**config.mk**
```make
export PLATFORM = sky130hd
export DESIGN_NAME = exe_stage_flat
export DESIGN_NICKNAME = d
export VERILOG_FILES = /design/src/rtl/exe_stage_if.sv /design/src/rtl/exe_stage.sv /design/src/flat_wrapper.sv
export SDC_FILE = /design/constraint.sdc
export NUM_CORES = 2
export LEC_CHECK = 0
export ABC_AREA = 1
export CAP_MARGIN = 15
export CORE_ASPECT_RATIO = 2
export CORE_UTILIZATION = 44
export CTS_BUF_LIST = sky130_fd_sc_hd__clkbuf_8
export DETAILED_ROUTE_END_ITERATION = 12
export PLACE_DENSITY = 0.73
export REMOVE_ABC_BUFFERS = 1
export SYNTH_ARGS = -nofsm -noshare
export SYNTH_HDL_FRONTEND = slang
export SYNTH_SLANG_ARGS = --single-unit
```
**constraint.sdc**
```tcl
create_clock -name clk -period 12.7 [get_ports clk]
set_clock_uncertainty 0.1 [all_clocks]
set_input_delay 1.905 -clock clk [delete_from_list [all_inputs] [get_ports clk]]
set_output_delay 1.905 -clock clk [all_outputs]
set_load 0.02 [all_outputs]
```
**src/rtl/exe_stage_if.sv**
```systemverilog
// exe_stage_if
//   Bundles the execute stage's pipeline handshake, the execute->memory bus,
//   the forwarding bundle back to decode and the data-SRAM request.
//   master : drives the decode-side inputs and the memory-stage back-pressure
//            (the surrounding pipeline or a testbench).
//   slave  : the execute stage itself.
//   Signals:
//     ds_to_es_valid / ds_to_es_bus  decode -> execute instruction
//     es_allowin                     execute can accept this cycle
//     ms_allowin                     memory stage can accept
//     es_to_ms_valid / es_to_ms_bus  execute -> memory result
//     es_rf_collect                  {not_ready,rf_we,waddr,result} to decode
//     data_sram_en/we/addr/wdata     data SRAM request
interface exe_stage_if #(
    parameter int DS_BUS_W = 155,
    parameter int ES_BUS_W = 71
);
    logic                ds_to_es_valid;
    logic                es_allowin;
    logic [DS_BUS_W-1:0] ds_to_es_bus;
    logic                ms_allowin;
    logic                es_to_ms_valid;
    logic [ES_BUS_W-1:0] es_to_ms_bus;
    logic [38:0]         es_rf_collect;
    logic                data_sram_en;
    logic [3:0]          data_sram_we;
    logic [31:0]         data_sram_addr;
    logic [31:0]         data_sram_wdata;

    modport master (
        output ds_to_es_valid, ds_to_es_bus, ms_allowin,
        input  es_allowin, es_to_ms_valid, es_to_ms_bus, es_rf_collect,
               data_sram_en, data_sram_we, data_sram_addr, data_sram_wdata
    );

    modport slave (
        input  ds_to_es_valid, ds_to_es_bus, ms_allowin,
        output es_allowin, es_to_ms_valid, es_to_ms_bus, es_rf_collect,
               data_sram_en, data_sram_we, data_sram_addr, data_sram_wdata
    );
endinterface

```
**src/rtl/exe_stage.sv**
```systemverilog
// exe_stage
//   Execute stage of the 5-stage LoongArch pipeline. Holds one instruction
//   from decode, computes the ALU / multiply / divide result, issues the
//   data-SRAM request and forwards the result to the memory stage.
//   Divides use a 32-iteration radix-2 restoring divider and stall the stage.
//   Ports:
//     clk    clock
//     reset  synchronous, active-high reset
//     es_if  exe_stage_if.slave (handshake, buses, forwarding, data SRAM)
//   Build option:
//     ES_DIV_ZERO_SHORTCUT_EN  when defined, a divide by zero skips the
//                              iterations and completes the cycle after entry.
module exe_stage #(
    parameter int DS_BUS_W  = 155,
    parameter int ES_BUS_W  = 71,
    parameter int DIV_ITERS = 32
) (
    input  logic       clk,
    input  logic       reset,
    exe_stage_if.slave es_if
);
    typedef enum logic [1:0] {IDLE, RUN, DONE} div_state_e;

    localparam logic [4:0] CNT_LAST = 5'(DIV_ITERS - 1);

    logic                es_valid_q, es_valid_d;
    logic [DS_BUS_W-1:0] bus_q, bus_d;
    div_state_e          state_q, state_d;
    logic [4:0]          cnt_q, cnt_d;
    logic [31:0]         quo_q, quo_d;   // dividend shifts out, quotient shifts in
    logic [31:0]         rem_q, rem_d;
    logic [31:0]         dvs_q, dvs_d;

    logic [18:0] alu_op;
    logic        res_from_mem, mem_we, rf_we;
    logic [31:0] src1, src2, rkd, pc;
    logic [4:0]  waddr;

    assign {alu_op, res_from_mem, src1, src2, mem_we, rf_we, waddr, rkd, pc} = bus_q;

    logic is_div, div_signed, es_ready_go, es_allowin;
    assign is_div      = |alu_op[15:12];
    assign div_signed  = alu_op[15] | alu_op[14];
    assign es_ready_go = ~is_div | (state_q == DONE);
    assign es_allowin  = ~es_valid_q | (es_ready_go & es_if.ms_allowin);

    logic [31:0] abs1, abs2;
    assign abs1 = (div_signed & src1[31]) ? (~src1 + 32'd1) : src1;
    assign abs2 = (div_signed & src2[31]) ? (~src2 + 32'd1) : src2;

    // Partial remainder is always below the divisor, so trial - divisor fits 32 bits.
    logic [32:0] trial;
    logic        ge;
    assign trial = {rem_q, quo_q[31]};
    assign ge    = trial >= {1'b0, dvs_q};

    always_comb begin
        es_valid_d = es_allowin ? es_if.ds_to_es_valid : es_valid_q;
        bus_d      = (es_if.ds_to_es_valid & es_allowin) ? es_if.ds_to_es_bus : bus_q;
        state_d    = state_q;
        cnt_d      = cnt_q;
        quo_d      = quo_q;
        rem_d      = rem_q;
        dvs_d      = dvs_q;
        case (state_q)
            IDLE: begin
                if (es_valid_q & is_div) begin
                    quo_d = abs1;
                    dvs_d = abs2;
                    rem_d = '0;
                    cnt_d = '0;
`ifdef ES_DIV_ZERO_SHORTCUT_EN
                    state_d = (src2 == '0) ? DONE : RUN;
`else
                    state_d = RUN;
`endif
                end
            end
            RUN: begin
                rem_d = ge ? 32'(trial - {1'b0, dvs_q}) : trial[31:0];
                quo_d = {quo_q[30:0], ge};
                cnt_d = cnt_q + 5'd1;
                if (cnt_q == CNT_LAST) state_d = DONE;
            end
            DONE: begin
                if (es_if.ms_allowin) state_d = IDLE;
            end
            default: state_d = IDLE;
        endcase
    end

    always_ff @(posedge clk) begin
        if (reset) begin
            es_valid_q <= 1'b0;
            bus_q      <= '0;
            state_q    <= IDLE;
            cnt_q      <= '0;
            quo_q      <= '0;
            rem_q      <= '0;
            dvs_q      <= '0;
        end else begin
            es_valid_q <= es_valid_d;
            bus_q      <= bus_d;
            state_q    <= state_d;
            cnt_q      <= cnt_d;
            quo_q      <= quo_d;
            rem_q      <= rem_d;
            dvs_q      <= dvs_d;
        end
    end

    // alu_op[11:0]: add sub slt sltu and nor or xor sll srl sra lui
    logic [31:0] alu_result;
    always_comb begin
        alu_result = '0;
        if (alu_op[0])  alu_result = src1 + src2;
        if (alu_op[1])  alu_result = src1 - src2;
        if (alu_op[2])  alu_result = {31'd0, $signed(src1) < $signed(src2)};
        if (alu_op[3])  alu_result = {31'd0, src1 < src2};
        if (alu_op[4])  alu_result = src1 & src2;
        if (alu_op[5])  alu_result = ~(src1 | src2);
        if (alu_op[6])  alu_result = src1 | src2;
        if (alu_op[7])  alu_result = src1 ^ src2;
        if (alu_op[8])  alu_result = src1 << src2[4:0];
        if (alu_op[9])  alu_result = src1 >> src2[4:0];
        if (alu_op[10]) alu_result = 32'($signed(src1) >>> src2[4:0]);
        if (alu_op[11]) alu_result = src2;
    end

    // One 64-bit multiply serves all three: operands are sign- or zero-extended
    // and the low 64 product bits are then exact for either interpretation.
    logic        mul_signed;
    logic [63:0] mul_a, mul_b, prod;
    assign mul_signed = alu_op[18] | alu_op[17];
    assign mul_a      = {{32{mul_signed & src1[31]}}, src1};
    assign mul_b      = {{32{mul_signed & src2[31]}}, src2};
    assign prod       = mul_a * mul_b;

    logic [31:0] q_out, r_out;
    always_comb begin
        q_out = quo_q;
        r_out = rem_q;
        if (src2 == '0) begin
            q_out = '1;
            r_out = src1;
        end else if (div_signed) begin
            if (src1[31] ^ src2[31]) q_out = ~quo_q + 32'd1;
            if (src1[31])            r_out = ~rem_q + 32'd1;
        end
    end

    logic [31:0] result;
    always_comb begin
        result = alu_result;
        if (alu_op[18])                    result = prod[31:0];
        else if (alu_op[17] | alu_op[16])  result = prod[63:32];
        else if (alu_op[15] | alu_op[13])  result = q_out;
        else if (alu_op[14] | alu_op[12])  result = r_out;
    end

    logic [ES_BUS_W-1:0] es_bus;
    assign es_bus = {res_from_mem, rf_we, waddr, result, pc};

    assign es_if.es_allowin      = es_allowin;
    assign es_if.es_to_ms_valid  = es_valid_q & es_ready_go;
    assign es_if.es_to_ms_bus    = es_bus;
    assign es_if.es_rf_collect   = {es_valid_q & (res_from_mem | (is_div & (state_q != DONE))),
                                    es_valid_q & rf_we, waddr, result};
    assign es_if.data_sram_en    = es_valid_q & (res_from_mem | mem_we);
    assign es_if.data_sram_we    = {4{es_valid_q & mem_we}};
    assign es_if.data_sram_addr  = alu_result;
    assign es_if.data_sram_wdata = rkd;
endmodule

```
**src/flat_wrapper.sv**
```systemverilog
// flat-port wrapper written by rule: the top's interface ports become plain ports
module exe_stage_flat 
#(
    parameter int DS_BUS_W  = 155,
    parameter int ES_BUS_W  = 71,
    parameter int DIV_ITERS = 32
)
  (clk, reset, es_if_ds_to_es_valid, es_if_ds_to_es_bus, es_if_ms_allowin, es_if_es_allowin, es_if_es_to_ms_valid, es_if_es_to_ms_bus, es_if_es_rf_collect, es_if_data_sram_en, es_if_data_sram_we, es_if_data_sram_addr, es_if_data_sram_wdata);
  exe_stage_if #(.DS_BUS_W(DS_BUS_W), .ES_BUS_W(ES_BUS_W)) es_if_i ();
  input  logic clk;
  input  logic reset;
  input wire logic [$bits(es_if_i.ds_to_es_valid)-1:0] es_if_ds_to_es_valid;
  input wire logic [$bits(es_if_i.ds_to_es_bus)-1:0] es_if_ds_to_es_bus;
  input wire logic [$bits(es_if_i.ms_allowin)-1:0] es_if_ms_allowin;
  output wire logic [$bits(es_if_i.es_allowin)-1:0] es_if_es_allowin;
  output wire logic [$bits(es_if_i.es_to_ms_valid)-1:0] es_if_es_to_ms_valid;
  output wire logic [$bits(es_if_i.es_to_ms_bus)-1:0] es_if_es_to_ms_bus;
  output wire logic [$bits(es_if_i.es_rf_collect)-1:0] es_if_es_rf_collect;
  output wire logic [$bits(es_if_i.data_sram_en)-1:0] es_if_data_sram_en;
  output wire logic [$bits(es_if_i.data_sram_we)-1:0] es_if_data_sram_we;
  output wire logic [$bits(es_if_i.data_sram_addr)-1:0] es_if_data_sram_addr;
  output wire logic [$bits(es_if_i.data_sram_wdata)-1:0] es_if_data_sram_wdata;
  assign es_if_i.ds_to_es_valid = es_if_ds_to_es_valid;
  assign es_if_i.ds_to_es_bus = es_if_ds_to_es_bus;
  assign es_if_i.ms_allowin = es_if_ms_allowin;
  assign es_if_es_allowin = es_if_i.es_allowin;
  assign es_if_es_to_ms_valid = es_if_i.es_to_ms_valid;
  assign es_if_es_to_ms_bus = es_if_i.es_to_ms_bus;
  assign es_if_es_rf_collect = es_if_i.es_rf_collect;
  assign es_if_data_sram_en = es_if_i.data_sram_en;
  assign es_if_data_sram_we = es_if_i.data_sram_we;
  assign es_if_data_sram_addr = es_if_i.data_sram_addr;
  assign es_if_data_sram_wdata = es_if_i.data_sram_wdata;
  exe_stage #(.DS_BUS_W(DS_BUS_W), .ES_BUS_W(ES_BUS_W), .DIV_ITERS(DIV_ITERS)) u_core (.clk(clk), .reset(reset), .es_if(es_if_i));
endmodule
```
==> results summary <==
The fraction of final layout cells with drive strength greater than 1 came out at under 10%. In this run, the number of DRC markers left after iteration 0 of detailed routing was 5641. The clock network burns ~6.7% of the power. The fraction of the yosys area taken by sequential cells came out at under 10%.

The number of instances in the placed design came out at between 10000 and 15000. The maximum level of the CTS H-tree is 2. The die covers 150000 um2. The slowest library cell on the worst path is sky130_fd_sc_hd__dfxtp_1. The number of global-route vias before repair is 67600. The power density normalized to cell area came out at 211 nW/um2. The total number of vias came out at 65200. The first global-routing pass estimated 452 mm of wire. The run finished, with violations left. The critical path ends at es_if_es_to_ms_bus[49].

The register-to-register setup slack came out at roughly 6.8 ns. For this run, the leading register cell type out of synthesis is sky130_fd_sc_hd__dfxtp_1. The synthesis-to-layout area growth came out at 9.71%. The count of placed standard cells in the final layout, fillers left out is around 11000. The total grt overflow is 0. The final HPWL from detailed placement came out at between 200 and 300 mm. The horizontal die dimension came out at 274 um. The upper clock frequency limit is 79.4 MHz.

The weighted congestion reported at the end of routability-driven placement came out at 1.14. The post-route setup TNS came out at 0 ns. The sequential share of power came out at under 10%. The path class of the tightest hold or removal check is flop to flop. STA classifies the critical path endpoint as a primary output. The count of flip-flops with a built-in enable after synthesis is 0. The analysis attributes to cell leakage a power of ~36 nW.

The share of flip-flops with an asynchronous set or reset after synthesis is 0%. The core area is 147000 um2. The overall die height is 547 um. The checks that failed: design-rule violations. The worst register-to-register path begins at u_core.bus_q[73]$_SDFFE_PP0P_. In this run the power spent charging and discharging nets is 9.58 mW. The worst register-to-register path ends at u_core.dvs_q[25]$_SDFFE_PP0P_. The number of port buffers is approximately 340. Counting flops and latches in the post-synthesis netlist gives 259. The cell area after synthesis is 65300 um2. For this run, the slowest stage of the critical path takes approximately 0.77 ns. The switching fraction of total power came out at 63.4%. In the routed layout, each cell is associated on average with a via count of 5.75.

The number of cell instances on the worst register-to-register path is 20. The least setup slack across all paths after layout came out at 0.102 ns. In the synthesized netlist, the number of instances is between 9000 and 10000. The number of remaining DRC errors is between 40 and 50.

The maximum count of clock buffers along a single path is 3. The clock latency on the worst-skew pair is 0.80 ns. The sequential cells in the finished layout cover a total of ~5300 um2. The number of max-slew violations in the final report came out at 0. The minimum clock period came out at 12.60 ns.

The number of nets with antenna violations after routing came out at 0. The final-report hold violation count is 0. The worst setup timing slack at the placement stage is 0.711 ns. The maximum number of pins on one net before global-route repair is between 100 and 150. The maximum fanout along the worst path came out at 11. In the final layout, the multi-input gates occupy 50000 um2. The number of buffers added by the clock tree synthesis step is 46. The number of distinct library cell variants in the gate-level netlist after synthesis came out at 62. The most frequent cell on the critical path is sky130_fd_sc_hd__fa_1. The initial cell density of the core came out at 44.4%. The clock tree from TritonCTS is yes.

The data required time at the worst endpoint is approximately 11 ns. The maximum VDD drop is 0.301 mV. The overall routed net length came out at 318 mm.

The final-stage net count came out at between 10000 and 15000. The worst setup path is launched from a flop. The initial antenna violation count came out at 28. The I/O pin total came out at 340. The cell row count is 199.

The count of clock tree sinks is 259. The final-layout fill cell count is about 15000. The number of max-cap violations came out at 0. Internal power comes to between 5 and 6 mW. Clock tree synthesis selected as its root buffer the cell sky130_fd_sc_hd__clkbuf_8. Dividing the detail-routed wire length by the instance count gives between 20 and 30 um. Across every metal layer, demand over resource in global routing totals 42.4%.

The number of warnings issued by yosys is 0. The worst hold path begins at u_core.dvs_q[31]$_SDFFE_PP0P_. Setup repair after global routing left no endpoint under its margin. The mean instance size in the synthesized netlist came out at 6.97 um2. The worst pin sits at a relative slew slack of 3.00%. The critical path is of the flop to primary output type. Combinational logic burns 85.3% of the power. The final number of setup-violating endpoints is 0. The transition time at the pin with the least slew margin came out at 1.44 ns. The first TritonRoute pass finished after 12 iterations. After clock tree synthesis, the clock-pin slew on the worst setup and hold paths is ~0.070 ns.

The data arrival at the endpoint of the critical path is 10.59 ns. In this run the worst setup path begins at u_core.bus_q[113]$_SDFFE_PP0P_. The final cycle utilization of the critical path came out at around 99%. The overall power after layout is 15.1 mW.
==> synth_stat cells, types with 24 or more instances <==
library cell               number  area [um2]
sky130_fd_sc_hd__a21oi_1      612        3060
sky130_fd_sc_hd__a31oi_1       47         294
sky130_fd_sc_hd__buf_1        113         424
sky130_fd_sc_hd__buf_2         25         125
sky130_fd_sc_hd__buf_4        111         833
sky130_fd_sc_hd__clkbuf_1     374        1400
sky130_fd_sc_hd__dfxtp_1      259        5180
sky130_fd_sc_hd__fa_1        1128       22600
sky130_fd_sc_hd__ha_1         347        4340
sky130_fd_sc_hd__inv_1       1960        7360
sky130_fd_sc_hd__nand2_1     2433        9130
sky130_fd_sc_hd__nand3_1      261        1310
sky130_fd_sc_hd__nand4_1       26         163
sky130_fd_sc_hd__nor2_1       588        2210
sky130_fd_sc_hd__nor3_1        47         235
sky130_fd_sc_hd__o211ai_1      31         233
sky130_fd_sc_hd__o21ai_0      502        2510
sky130_fd_sc_hd__o21ai_1       37         185
sky130_fd_sc_hd__o21bai_1      24         180
sky130_fd_sc_hd__xnor2_1       59         517
sky130_fd_sc_hd__xor2_1       105         920
==> layer usage <==
layer / global-route usage [%] / share of wire, %
met1: 41.5 / 31
met2: 72.0 / 49
met3: 8.86 / 7.8
met4: 43.4 / 12
met5: 0 / 0.056
==> worst min path at each step <==
stage | to | slack, ns | cells past startpoint
floorplan | u_core.cnt_q[4]$_SDFFE_PP0P_ | 0.34 | 2
global placement | u_core.cnt_q[3]$_SDFFE_PP0P_ | 0.35 | 2
detailed placement | u_core.dvs_q[31]$_SDFFE_PP0P_ | 0.36 | 2
CTS | u_core.dvs_q[31]$_SDFFE_PP0P_ | 0.37 | 2
global route | u_core.cnt_q[3]$_SDFFE_PP0P_ | 0.40 | 2
finish | u_core.dvs_q[31]$_SDFFE_PP0P_ | 0.37 | 2
==> power groups by stage <==
| stage | registers (mW) | clock network (mW) | logic (mW) |
|---|---|---|---|
| 6_report | 1.21 | 1.01 | 12.9 |
| 5_1_grt | 1.21 | 1.05 | 13.7 |
| 4_1_cts | 1.19 | 1.02 | 12.3 |
| 3_5_place_dp | 1.21 | 0 | 12.3 |
| 3_3_place_gp | 1.20 | 0 | 12.3 |
| 2_1_floorplan | 1.21 | 0 | 6.98 |
==> critical path: cells and delay by family (launching register included) <==
| kind | cells | cell delay [ns] |
|---|---|---|
| DFF | 1 | 0.77 |
| and+or+nand+nor | 10 | 1.09 |
| adders and majority gates | 9 | 4.25 |
| buffers and inverters | 9 | 1.93 |
| AOI/OAI and AO/OA | 6 | 1.75 |
==> logic make-up (layout without fill, tap and decap cells) <==
logic type | count (synthesis) | after routing | synth area share (%)
DFF | 259 | 259 | 7.94
xor gates and xnor gates | 164 | 164 | 2.20
muxes | 14 | 14 | 0.215
adders and majority gates | 1475 | 1475 | 41.2
and+or+nand+nor | 3450 | 3450 | 21.1
AOI/OAI and AO/OA | 1392 | 1392 | 11.6
other | 0 | 17 | 0
buffers and inverters | 2608 | 2658 | 15.7
==> metrics by stage <==
step | cell area (um2) | hold slack (ns) | utilization [%]
floorplan | 62500 | 0.339 | -
global placement | 70300 | 0.351 | 47.8
detailed placement | 70300 | 0.361 | 47.8
CTS | 71400 | 0.370 | 48.5
global route | 71600 | 0.399 | 48.7
finish | 71600 | 0.369 | 48.7
==> registers in the layout (all words and copies together) (netlist names) <==
signal and cells:
u_core.es_valid_q 1, u_core.cnt_q 5, u_core.rem_q 32, u_core.quo_q 32, u_core.dvs_q 32, u_core.state_q 2, u_core.bus_q 155
==> final cells by class <==
class / instances / share of cell area, %
multi-input cells: 6495 / 69.8
flip-flops and latches: 259 / 7.34
repair buffers: 590 / 7.56
well taps: 1909 / 3.33
clock buffers: 54 / 1.04
diodes: 17 / 0.0594
inverters: 1982 / 10.4
clock inverters: 32 / 0.494
==> cell usage in the layout, fill, tap and decap left out, drive strengths merged, types with 9 or more instances in the layout <==
cell type | synthesis | layout
a31oi | 47 | 47
fa | 1128 | 1128
nand4 | 27 | 27
clkinv | 14 | 21
nor2 | 595 | 595
diode | 0 | 17
dfxtp | 259 | 259
nor4 | 19 | 19
nand2 | 2438 | 2438
xor2 | 105 | 105
inv | 1968 | 1982
xnor2 | 59 | 59
o211ai | 34 | 34
clkdlybuf4s50 | 0 | 338
o31ai | 9 | 9
a21oi | 612 | 612
o221ai | 21 | 21
o21ai | 540 | 540
o22ai | 22 | 22
o21bai | 24 | 24
clkbuf | 374 | 55
o21a | 13 | 13
nor3 | 62 | 62
a21o | 14 | 14
nand3b | 12 | 12
a211oi | 11 | 11
nand3 | 265 | 265
mux2i | 14 | 14
ha | 347 | 347
a221oi | 11 | 11
or2 | 20 | 20
a21boi | 12 | 12
buf | 252 | 251
==> timing repair <==
item | in CTS | in global routing
gates resized for setup | 1 | 27
endpoints found under the setup margin | 2 | 30
setup buffers | 0 | 7
hold buffers | 0 | 0
Power figures use the tool's default switching activity.
